**src/rtl/bitonic_sort_seq_pkg.sv**
```systemverilog
// Shared definitions for the bitonic sort sequencer: lane geometry, pad value,
// FSM state encoding and the lane-slice offset helper.
package bitonic_sort_seq_pkg;

  localparam int W_DEF = 8;
  localparam int N_DEF = 8;
  localparam logic [W_DEF-1:0] PAD_DEF = {W_DEF{1'b1}};

  typedef enum logic [1:0] {
    ST_FILL   = 2'd0,
    ST_LAUNCH = 2'd1,
    ST_WAIT   = 2'd2,
    ST_DRAIN  = 2'd3
  } state_t;

  // Low bit of lane k in a flattened lane vector: use as [lane_lo(k, w) +: w].
  function automatic int lane_lo(input int k, input int w);
    return k * w;
  endfunction

endpackage

```
**src/rtl/bitonic_sort_seq_frame_buffer.sv**
```systemverilog
// N x W lane register file: indexed write with optional pad-above-index,
// bulk load from a flattened vector, indexed read and flattened view.
module sort_frame_buffer
  import bitonic_sort_seq_pkg::*;
#(
  parameter int             W       = W_DEF,
  parameter int             N       = N_DEF,
  parameter logic [W-1:0]   RST_VAL = '0,
  parameter logic [W-1:0]   PAD_VAL = '1,
  localparam int            IW      = $clog2(N)
) (
  input  logic              clk,
  input  logic              rst_n,
  input  logic              i_clear,
  input  logic              i_wr_en,
  input  logic [IW-1:0]     i_wr_idx,
  input  logic [W-1:0]      i_wr_data,
  input  logic              i_pad_above,
  input  logic              i_load,
  input  logic [N*W-1:0]    i_load_data,
  input  logic [IW-1:0]     i_rd_idx,
  output logic [W-1:0]      o_rd_data,
  output logic [N*W-1:0]    o_flat
);

  logic [W-1:0] r_lane [N];

  // Priority: clear, then bulk load, then indexed write.
  always_ff @(posedge clk or negedge rst_n) begin
    if (!rst_n) begin
      for (int k = 0; k < N; k++) r_lane[k] <= RST_VAL;
    end else if (i_clear) begin
      for (int k = 0; k < N; k++) r_lane[k] <= RST_VAL;
    end else if (i_load) begin
      for (int k = 0; k < N; k++) r_lane[k] <= i_load_data[lane_lo(k, W) +: W];
    end else if (i_wr_en) begin
      for (int k = 0; k < N; k++) begin
        if (k == int'(i_wr_idx)) begin
          r_lane[k] <= i_wr_data;
        end else if (i_pad_above && (k > int'(i_wr_idx))) begin
          r_lane[k] <= PAD_VAL;
        end
      end
    end
  end

  assign o_rd_data = r_lane[i_rd_idx];

  for (genvar g = 0; g < N; g++) begin : g_flat
    assign o_flat[lane_lo(g, W) +: W] = r_lane[g];
  end

endmodule

```
**src/rtl/bitonic_sort_seq.sv**
```systemverilog
// Sequencer that gathers a serial stream into an N-lane frame, launches it into
// the shared bitonic sorter, captures the result and streams the real words out.
module bitonic_sort_seq
  import bitonic_sort_seq_pkg::*;
#(
  parameter int           W        = W_DEF,
  parameter int           N        = N_DEF,
  parameter int           SORT_LAT = 1,
  parameter logic [W-1:0] PAD      = {W{1'b1}}
) (
  input  logic            clk,
  input  logic            rst_n,
  input  logic            s_valid,
  output logic            s_ready,
  input  logic [W-1:0]    s_data,
  input  logic            s_last,
  output logic            m_valid,
  input  logic            m_ready,
  output logic [W-1:0]    m_data,
  output logic            m_last,
  output logic            sort_start,
  output logic [N*W-1:0]  sort_data_o,
  input  logic [N*W-1:0]  sort_data_i,
  output logic            busy
);

  localparam int IW = $clog2(N);
  localparam int NW = IW + 1;

  state_t          r_state;
  logic [IW-1:0]   r_slot;
  logic [IW-1:0]   r_j;
  logic [NW-1:0]   r_n;
  logic [3:0]      r_cnt;
  logic            r_s_ready;
  logic            r_m_valid;
  logic            r_start;
  logic            r_busy;

  logic            w_accept;
  logic            w_frame_end;
  logic            w_beat;
  logic            w_last_beat;
  logic            w_capture;
  logic [W-1:0]    w_unused_rd;
  logic [N*W-1:0]  w_unused_flat;

  assign w_accept    = s_valid && r_s_ready && (r_state == ST_FILL);
  assign w_frame_end = w_accept && (s_last || (r_slot == IW'(N - 1)));
  assign w_beat      = r_m_valid && m_ready;
  assign w_last_beat = w_beat && m_last;
  assign w_capture   = (r_state == ST_WAIT) && (r_cnt == 4'd1);

  assign s_ready    = r_s_ready;
  assign m_valid    = r_m_valid;
  assign m_last     = r_m_valid && ({1'b0, r_j} == (r_n - NW'(1)));
  assign sort_start = r_start;
  assign busy       = r_busy;

  // Input frame: cleared back to PAD once the last output beat drains.
  sort_frame_buffer #(
    .W(W), .N(N), .RST_VAL(PAD), .PAD_VAL(PAD)
  ) u_in_buf (
    .clk         (clk),
    .rst_n       (rst_n),
    .i_clear     (w_last_beat),
    .i_wr_en     (w_accept),
    .i_wr_idx    (r_slot),
    .i_wr_data   (s_data),
    .i_pad_above (w_frame_end),
    .i_load      (1'b0),
    .i_load_data ('0),
    .i_rd_idx    ('0),
    .o_rd_data   (w_unused_rd),
    .o_flat      (sort_data_o)
  );

  // Result buffer resets to zero so m_data reads 0 out of reset.
  sort_frame_buffer #(
    .W(W), .N(N), .RST_VAL('0), .PAD_VAL(PAD)
  ) u_res_buf (
    .clk         (clk),
    .rst_n       (rst_n),
    .i_clear     (1'b0),
    .i_wr_en     (1'b0),
    .i_wr_idx    ('0),
    .i_wr_data   ('0),
    .i_pad_above (1'b0),
    .i_load      (w_capture),
    .i_load_data (sort_data_i),
    .i_rd_idx    (r_j),
    .o_rd_data   (m_data),
    .o_flat      (w_unused_flat)
  );

  always_ff @(posedge clk or negedge rst_n) begin
    if (!rst_n) begin
      r_state   <= ST_FILL;
      r_slot    <= '0;
      r_j       <= '0;
      r_n       <= '0;
      r_cnt     <= '0;
      r_s_ready <= 1'b0;
      r_m_valid <= 1'b0;
      r_start   <= 1'b0;
      r_busy    <= 1'b0;
    end else begin
      r_start <= 1'b0;
      case (r_state)
        ST_FILL: begin
          r_s_ready <= 1'b1;
          if (w_accept) begin
            r_slot <= r_slot + IW'(1);
            if (w_frame_end) begin
              r_n       <= {1'b0, r_slot} + NW'(1);
              r_slot    <= '0;
              r_s_ready <= 1'b0;
              r_start   <= 1'b1;
              r_busy    <= 1'b1;
              r_state   <= ST_LAUNCH;
            end
          end
        end
        ST_LAUNCH: begin
          r_cnt   <= 4'(SORT_LAT);
          r_state <= ST_WAIT;
        end
        // Counter reaching 1 marks the cycle whose closing edge captures the sorter.
        ST_WAIT: begin
          r_cnt <= r_cnt - 4'd1;
          if (r_cnt == 4'd1) begin
            r_j       <= '0;
            r_m_valid <= 1'b1;
            r_state   <= ST_DRAIN;
          end
        end
        ST_DRAIN: begin
          if (w_beat) begin
            r_j <= r_j + IW'(1);
            if (m_last) begin
              r_j       <= '0;
              r_n       <= '0;
              r_cnt     <= '0;
              r_m_valid <= 1'b0;
              r_busy    <= 1'b0;
              r_s_ready <= 1'b1;
              r_state   <= ST_FILL;
            end
          end
        end
        default: r_state <= ST_FILL;
      endcase
    end
  end

endmodule

```
**config.mk**
```make
export PLATFORM = sky130hd
export DESIGN_NAME = bitonic_sort_seq
export DESIGN_NICKNAME = d
export VERILOG_FILES = /design/src/rtl/bitonic_sort_seq_pkg.sv /design/src/rtl/bitonic_sort_seq_frame_buffer.sv /design/src/rtl/bitonic_sort_seq.sv
export SDC_FILE = /design/constraint.sdc
export NUM_CORES = 1
export LEC_CHECK = 0
export BUFFER_PORTS_ARGS = -buffer_cell sky130_fd_sc_hd__buf_2
export CAP_MARGIN = 10
export CORE_MARGIN = 5
export CORE_UTILIZATION = 50
export DETAILED_ROUTE_END_ITERATION = 16
export HOLD_SLACK_MARGIN = 0.08
export PLACE_DENSITY = 0.83
export SLEW_MARGIN = 5
export SYNTH_ARGS = -nofsm -noshare
export SYNTH_HDL_FRONTEND = slang
export SYNTH_HIERARCHICAL = 1
export SYNTH_SLANG_ARGS = --single-unit
```
**constraint.sdc**
```tcl
create_clock -name clk -period 2.6 [get_ports clk]
set_input_delay 0.65 -clock clk [delete_from_list [all_inputs] [get_ports clk]]
set_output_delay 0.65 -clock clk [all_outputs]
set_load 0.005 [all_outputs]
```
-- After elaboration in Yosys (flattened, before gate mapping)
Index checks and enable logic that the tools add are counted.
- muxes and demuxes: 52
- reduce and logical (&&, ||, !) cells: 44
- bitwise gates (word level): 1
- $add $sub $neg: 5
- equality and inequality tests: 18
- $lt $le $gt $ge: 8
- operators by type and width (kind ; number):
    8-bit two-way mux ; 17
    64-bit two-way mux ; 2
    8-bit binary-select mux with 3-bit select ; 1
    3-bit nonzero test ; 8
    2-bit AND reduction ; 9
    4-bit two-way mux ; 4
    1-bit logical AND ; 14
    3-bit == test, first input constant ; 4
    3-bit > comparator, first input constant ; 4
    1-bit two-way mux ; 12
    3-bit two-way mux ; 4
    4-bit case mux with 3 select lines ; 1
    2-bit two-way mux ; 5
    5-bit AND reduction ; 2
    3-bit AND reduction ; 3
    2-bit case mux with 4 select lines ; 1
    4-bit case mux with 2 select lines ; 1
    2-bit nonzero test ; 4
    4-bit by 1-bit subtractor with 4-bit output, second input constant ; 2
    3-bit by 1-bit adder with 3-bit output, second input constant ; 2
    2-bit by 3-bit == test with 1-bit output, first input constant ; 2
    2-bit by 3-bit > comparator with 1-bit output, first input constant ; 2
    2-bit != test, second input constant ; 3
    1-bit case mux with 2 select lines ; 3
    16 further kinds ; 18
- output and inout port bits: 77
- register bits: 148
- input port bits: 77

-- Logic depth before layout (Yosys ltp)
Gate-level depths: netlist of run 1.
- depth in word-level cells: 8
- gate-level depth with buffers: 11
- gate-level depth less buffers: 9

-- By module
The synthesis of run 1 kept the hierarchy.
- modules (own cells, without submodules) (module ; cells each ; sequential area each (sq um) ; instances ; area each (sq um)):
    sort_frame_buffer at u_res_buf ; 370 ; 1601.5 ; 1 ; 3814.9
    sort_frame_buffer at u_in_buf ; 346 ; 1681.6 ; 1 ; 3749.8
    bitonic_sort_seq ; 133 ; 500.5 ; 1 ; 1266.2

-- Worst setup path before layout of run 1
Ideal clock, no wire load.
- path type: reg2reg
- start point: register r_n[0]
- end point: register u_in_buf.r_lane (netlist bit u_in_buf/o_flat[37])
- data required time: 2.517 ns
- setup time: 0.083 ns
- cell stages (with the launch flop): 12
- period minus slack after synthesis: 2.491 ns
- path slack: 0.109 ns
- data arrival time: 2.407 ns
- cell sequence: dfrtp_1 inv_1 ha_1 xnor2_1 a211o_1 nor3_1 buf_6 nor2_8 o211ai_2 buf_4 nor2_1 a41oi_1
- word-level cells in the longest chain between the ends: 6
- elaborated cells on any way between the ends: 8
- ends and longest elaborated chain (item ; line ; RTL):
    from (decl) ; bitonic_sort_seq.sv:33 ; logic [NW-1:0] r_n;
    from (signal assigned) ; bitonic_sort_seq.sv:115 ; r_n <= {1'b0, r_slot} + NW'(1);
    4-bit by 1-bit subtractor with 4-bit output (*) ; bitonic_sort_seq.sv:56 ; assign m_last = r_m_valid && ({1'b0, r_j} == (r_n - NW'(1)));
    3-bit by 4-bit == test with 1-bit output (*) ; bitonic_sort_seq.sv:56 ;
    1-bit logical AND (*) ; bitonic_sort_seq.sv:56 ;
    1-bit logical AND (*) ; bitonic_sort_seq.sv:51 ; assign w_last_beat = w_beat && m_last;
    net w_last_beat ; bitonic_sort_seq.sv:43 ; logic w_last_beat;
    3-bit nonzero test (no source line) / 2-bit nonzero test (equally long branches) ; -- ;
    2-bit AND reduction (no source line) ; -- ;
    to (signal, indexed assignment) ; bitonic_sort_seq_frame_buffer.sv:39 ; r_lane[k] <= i_wr_data;
    to (decl) ; bitonic_sort_seq_frame_buffer.sv:26 ; logic [W-1:0] r_lane [N];
The timed path passes the listed nets; every way through them passes the cells marked *.
A chain may end at the register's enable or synchronous reset.

-- Final worst setup path of run 1
- start point: register r_j[0]
- end point: output port m_data[7]
- word-level cells in the longest chain between the ends: 4
- ends and longest elaborated chain (item ; line ; RTL):
    from (decl) ; bitonic_sort_seq.sv:32 ; logic [IW-1:0] r_j;
    from (signal assigned) ; bitonic_sort_seq.sv:139 ; r_j <= r_j + IW'(1);
    3-bit NOT with 4-bit output (not written as such) ; bitonic_sort_seq_frame_buffer.sv:47 ; assign o_rd_data = r_lane[i_rd_idx];
    8-bit binary-select mux with 3-bit select ; bitonic_sort_seq_frame_buffer.sv:47 ;
    8-bit two-way mux (not written as such) (2 in a row) ; bitonic_sort_seq_frame_buffer.sv:47 ;
    to (decl) ; bitonic_sort_seq.sv:19 ; output logic [W-1:0] m_data,
No other way between the ends. The select of a mux whose other input is x is not followed.

==> results of run 1 <==
[worst paths after layout]
check	end	slack (ns)
max in group asynchronous	u_in_buf/o_flat[62]	1.66
min in group clk	u_res_buf/o_flat[19]	0.44
min reg2reg	u_res_buf/o_flat[3]	0.49
max	m_data[7]	-0.06
min	r_cnt[1]	0.21
max reg2reg	u_in_buf/o_flat[23]	0.17
[worst max-delay path, stage by stage (launching register included)]
cell and delay [ns]:
dfrtp_2 0.46, clkbuf_16 0.19, mux4_2 0.53, mux2_4 0.29, buf_6 0.12
[sequential cells by signal, indices dropped and copies added (netlist names)]
| signal | count |
|---|---|
| u_in_buf/o_flat | 64 |
| s_ready | 1 |
| r_cnt | 4 |
| m_valid | 1 |
| sort_start | 1 |
| r_j | 3 |
| u_res_buf/o_flat | 64 |
| r_n | 4 |
| busy | 1 |
| r_slot | 3 |
| r_state | 2 |
[layer usage]
metal	vias to the layer above	share of wire (%)	routed length [um]
li1	3450	-	-
met1	3614	40	9791
met2	390	49	12090
met3	52	8.1	1993
met4	0	2.5	600
met5	-	0	0
[where the power goes]
group | total [mW] | internal [mW] | switching (mW)
sequential | 3.99 | 3.42 | 0.573
clock | 2.33 | 1.27 | 1.05
combinational | 5.02 | 2.35 | 2.67
total | 11.3 | 7.04 | 4.30
[metrics by stage]
stage / std cells / worst slack, ns / hold slack (ns) / power, mW
floorplan: 910 / 0.1093 / 0.3544 / 6.805
global placement: 1257 / 0.2097 / 0.4526 / 8.190
detailed placement: 1257 / 0.07367 / 0.4631 / 8.352
CTS: 1291 / -0.07474 / 0.2171 / 10.80
global route: 1299 / -0.1016 / 0.2511 / 11.94
finish: 1299 / -0.06057 / 0.2064 / 11.33
[final cells by class]
cell class | count | share of cell area, %
inverter | 41 | 1.474
clock buffer | 18 | 4.206
clock inverter | 14 | 1.114
tap | 220 | 2.636
multi-input combinational | 661 | 42.64
sequential | 148 | 36.25
timing repair buffer | 197 | 11.68
[timing repair]
action                                  in CTS  in global routing
gates cloned                                 0                  1
setup buffers                                2                  7
endpoints found under the setup margin       9                 27
resized for setup                           15                 33
pin swaps                                    1                  4
==> results.yml, run 1 <==
power:
  p_leak_nw: 4.460
  powerDensity_nw_per_um2: 1086
  vdd_drop_max_v: 0.0006029
drt:
  drt-pass1-iter-count: 5
  ant_nets: 0
  num_vias: 7506
  drc: 0
  via_per_inst: 5.778
  routedWlPerCell_um: 18.84
  drtIter0Drc: 559
  wl_um: 24470
global_route:
  grt_usage_pct: 24.13
  grt_max_degree: 60
  grt_use_met2_pct: 40.64
  grtUsageMet3_pct: 5.283
  use_met1_pct: 31.20
  grt_pass1_wl_um: 38080
  antenna_found_initial: 0
  grt-busiest-layer: "met2"
  grt_overflow_total: 0
  grt_pass1_vias: 7210
clocking:
  clock_sinks: 148
  root_buffer: "clkbuf_16"
  cts_buffers: 17
  cts_tree: "yes"
  clock_latency_ns: 0.43
  clock_path_buffers: 2
  htree_levels: 4
  cts.reportedPaths.clkPinSlew_ns: 0.06
  holdBufCountCts: 0
floorplan:
  die_w_um: 139.2
  die-area_um2: 19380
  initial_core_util_pct: 50.71
  die_h_um: 139.2
  num_rows: 47
  pin_count: 154
  core_um2: 16470
synthesis:
  syn_inst: 820
  yosysWarnings: 6
  avgSynthCellArea_um2: 10.18
  netlist_area_um2: 8349
sta:
  period_share_pct: 102.3
  fmax_mhz: 375.9
  slew_violations: 0
  setup_tns_ns: -0.4004
  hold_viol_final: 0
  rsz0062_at_grt: "true"
  setup_slack_ns: -0.06057
  tightest_slew_ns: 0.7715
  skew_ns: 0.009599
  maxSlewHeadroom_pct: 48.26
  finalSetupViolCount: 9
  period_needed_ns: 2.661
setup_path:
  critPathLaunch: "r_j[0]"
  criticalPathCategory: "flop to output pin"
  cp.arrival_ns: 2.01
  cp_max_fo: 5
  timing.rr.start: "r_n[0]"
  worstPathRequired_ns: 1.95
  cp-start-kind: "flop"
  r2r_cells: 9
  end_kind: "output pin"
cells_and_area:
  nNetsFinal: 1153
  multi_input_area_um2: 4452
  nFillCells: 1307
  seqCellArea_um2: 3785
  synthToLayoutAreaGrowth_pct: 25.06
  postLayoutCellArea_um2: 10440
  layout-drive-gt1-share_pct: 36.70
  antenna_cells: 0
  final_core_util_pct: 63.41
  layout_commonest_cell: "buf_2"
  layout_common_cells: "144 x buf_2, 106 x nand2_1, 91 x conb_1"
placed_design:
  place_hpwl_um: 16670
  portBuffers: 153
  finalWeightedCongestion: 0.9268
  dpl_cell_area_um2: 9697
run_status:
  violations: "negative setup slack"
  status: "finished, violations left"
flow_run:
  max-cap-violations: 0
min_path:
  hp-class: "input port to async pin"
Note: power is estimated with default switching activity, not from simulation.
==> run 2: changes to the inputs <==
--- a/config.mk
+++ b/config.mk
@@ -7,11 +7,13 @@
 export LEC_CHECK = 0
 export BUFFER_PORTS_ARGS = -buffer_cell sky130_fd_sc_hd__buf_2
 export CAP_MARGIN = 10
-export CORE_MARGIN = 5
+export CORE_MARGIN = 4
 export CORE_UTILIZATION = 50
 export DETAILED_ROUTE_END_ITERATION = 16
+export GPL_TIMING_DRIVEN = 0
 export HOLD_SLACK_MARGIN = 0.08
 export PLACE_DENSITY = 0.83
+export REMOVE_ABC_BUFFERS = 1
 export SLEW_MARGIN = 5
 export SYNTH_ARGS = -nofsm -noshare
 export SYNTH_HDL_FRONTEND = slang
==> results.yml, run 2 (synthesis gave the netlist of run 1 again) <==
run_status:
  status: "finished, violations left"
  violations: "negative setup slack"
floorplan:
  die_w_um: 137.2
  pin_count: 154
  die_h_um: 137.2
  die-area_um2: 18830
  num_rows: 46
  initial_core_util_pct: 51.81
  core_um2: 16120
cells_and_area:
  antenna_cells: 0
  layout-drive-gt1-share_pct: 37.24
  layout_common_cells: "144 x buf_2, 106 x nand2_1, 91 x conb_1"
  layout_commonest_cell: "buf_2"
  nNetsFinal: 1140
  synthToLayoutAreaGrowth_pct: 26.39
  postLayoutCellArea_um2: 10550
  nFillCells: 1217
min_path:
  hp-class: "input port to async pin"
sta:
  tightest_slew_ns: 0.6877
  skew_ns: 0.01277
  maxSlewHeadroom_pct: 53.84
  period_share_pct: 104.1
  holdWs_ns: 0.1875
  fmax_mhz: 369.4
  setup_slack_ns: -0.1072
  rsz0062_at_grt: "true"
  finalSetupViolCount: 9
  period_needed_ns: 2.707
  slew_violations: 0
  hold_viol_final: 0
clocking:
  cts.reportedPaths.clkPinSlew_ns: 0.07
  cts_buffers: 17
  clock_latency_ns: 0.44
  cts_tree: "yes"
  htree_levels: 4
  clock_sinks: 148
  root_buffer: "clkbuf_16"
  holdBufCountCts: 0
  clock_path_buffers: 2
power:
  p_total_mw: 11.67
  p_leak_nw: 4.436
  powerDensity_nw_per_um2: 1105
  vdd_drop_max_v: 0.0006259
drt:
  routedWlPerCell_um: 19.51
  ant_nets: 0
  via_per_inst: 5.962
  drt-pass1-iter-count: 5
  num_vias: 7643
  drc: 0
  wl_um: 25010
  drtIter0Drc: 832
global_route:
  grt_pass1_wl_um: 37940
  grt_usage_pct: 26.10
  antenna_found_initial: 0
  grt_overflow_total: 0
  grt_pass1_vias: 7421
  grt_max_degree: 87
setup_path:
  end_kind: "output pin"
  cp_max_fo: 5
  cp.arrival_ns: 2.06
  worstPathRequired_ns: 1.95
  criticalPathCategory: "flop to output pin"
  cp-start-kind: "flop"
placed_design:
  finalWeightedCongestion: 0.8678
  portBuffers: 153
  place_hpwl_um: 15760
  dpl_cell_area_um2: 9495
flow_run:
  max-cap-violations: 0
-- run 2: repair_timing --
item | in CTS | in global routing
pin swaps | 4 | 5
gates cloned | 2 | 0
resized for setup | 38 | 32
setup buffers | 11 | 13
setup endpoints to repair | 109 | 123
hold endpoints to repair | 0 | 0
-- run 2: critical path: stages (launching register included) --
cell     delay, ns
dfrtp_4       0.51
buf_12        0.16
mux4_2        0.53
mux2_4        0.30
buf_6         0.12
-- run 2: report_power, final --
group	internal, mW	switching, mW
clock network	1.26	1.12
registers	3.42	0.661
logic	2.51	2.69
total	7.20	4.47
-- run 2: metal layers --
layer | share of wire, % | up-vias | global-route usage [%] | wire length, um
met5 | 0.16 | - | 4.444 | 41
met2 | 49 | 422 | 42.43 | 12350
li1 | - | 3426 | - | -
met3 | 9.5 | 87 | 6.611 | 2372
met1 | 37 | 3706 | 32.78 | 9342
met4 | 3.6 | 2 | 11.31 | 904
-- run 2: stage by stage --
step	cells	util [%]	setup slack (ns)	TNS (ns)
2_1_floorplan	850	-	-1.221	-102.82
3_3_place_gp	1219	58.32	-2.401	-383.68
4_1_cts	1270	64.10	-0.1995	-1.119
6_report	1282	65.48	-0.1072	-0.7316
5_1_grt	1282	65.48	-0.1392	-1.579
3_5_place_dp	1225	58.92	-0.4467	-26.38
-- run 2: worst paths after layout --
kind / from / to / slack [ns] / depth (start not counted)
max reg2reg: r_n[1] / u_in_buf/o_flat[56] / 0.07 / 9
min in group clk: sort_data_i[15] / u_res_buf/o_flat[15] / 0.43 / 3
min reg2reg: u_res_buf/o_flat[1] / u_res_buf/o_flat[1] / 0.49 / 2
max in group asynchronous: rst_n / u_in_buf/o_flat[49] / 1.55 / 2
min: rst_n / r_cnt[1] / 0.19 / 1
max: r_j[0] / m_data[6] / -0.11 / 4
-- run 2: area by class of cell --
| class | count | area (um2) | area share (%) |
|---|---|---|---|
| Multi-Input combinational cell | 661 | 4544 | 43.06 |
| Sequential cell | 148 | 3795 | 35.96 |
| Timing Repair Buffer | 184 | 1227 | 11.63 |
| Clock buffer | 17 | 425.4 | 4.031 |
| Tap cell | 216 | 270.3 | 2.561 |
| Inverter | 41 | 157.7 | 1.494 |
| Clock inverter | 15 | 132.6 | 1.257 |
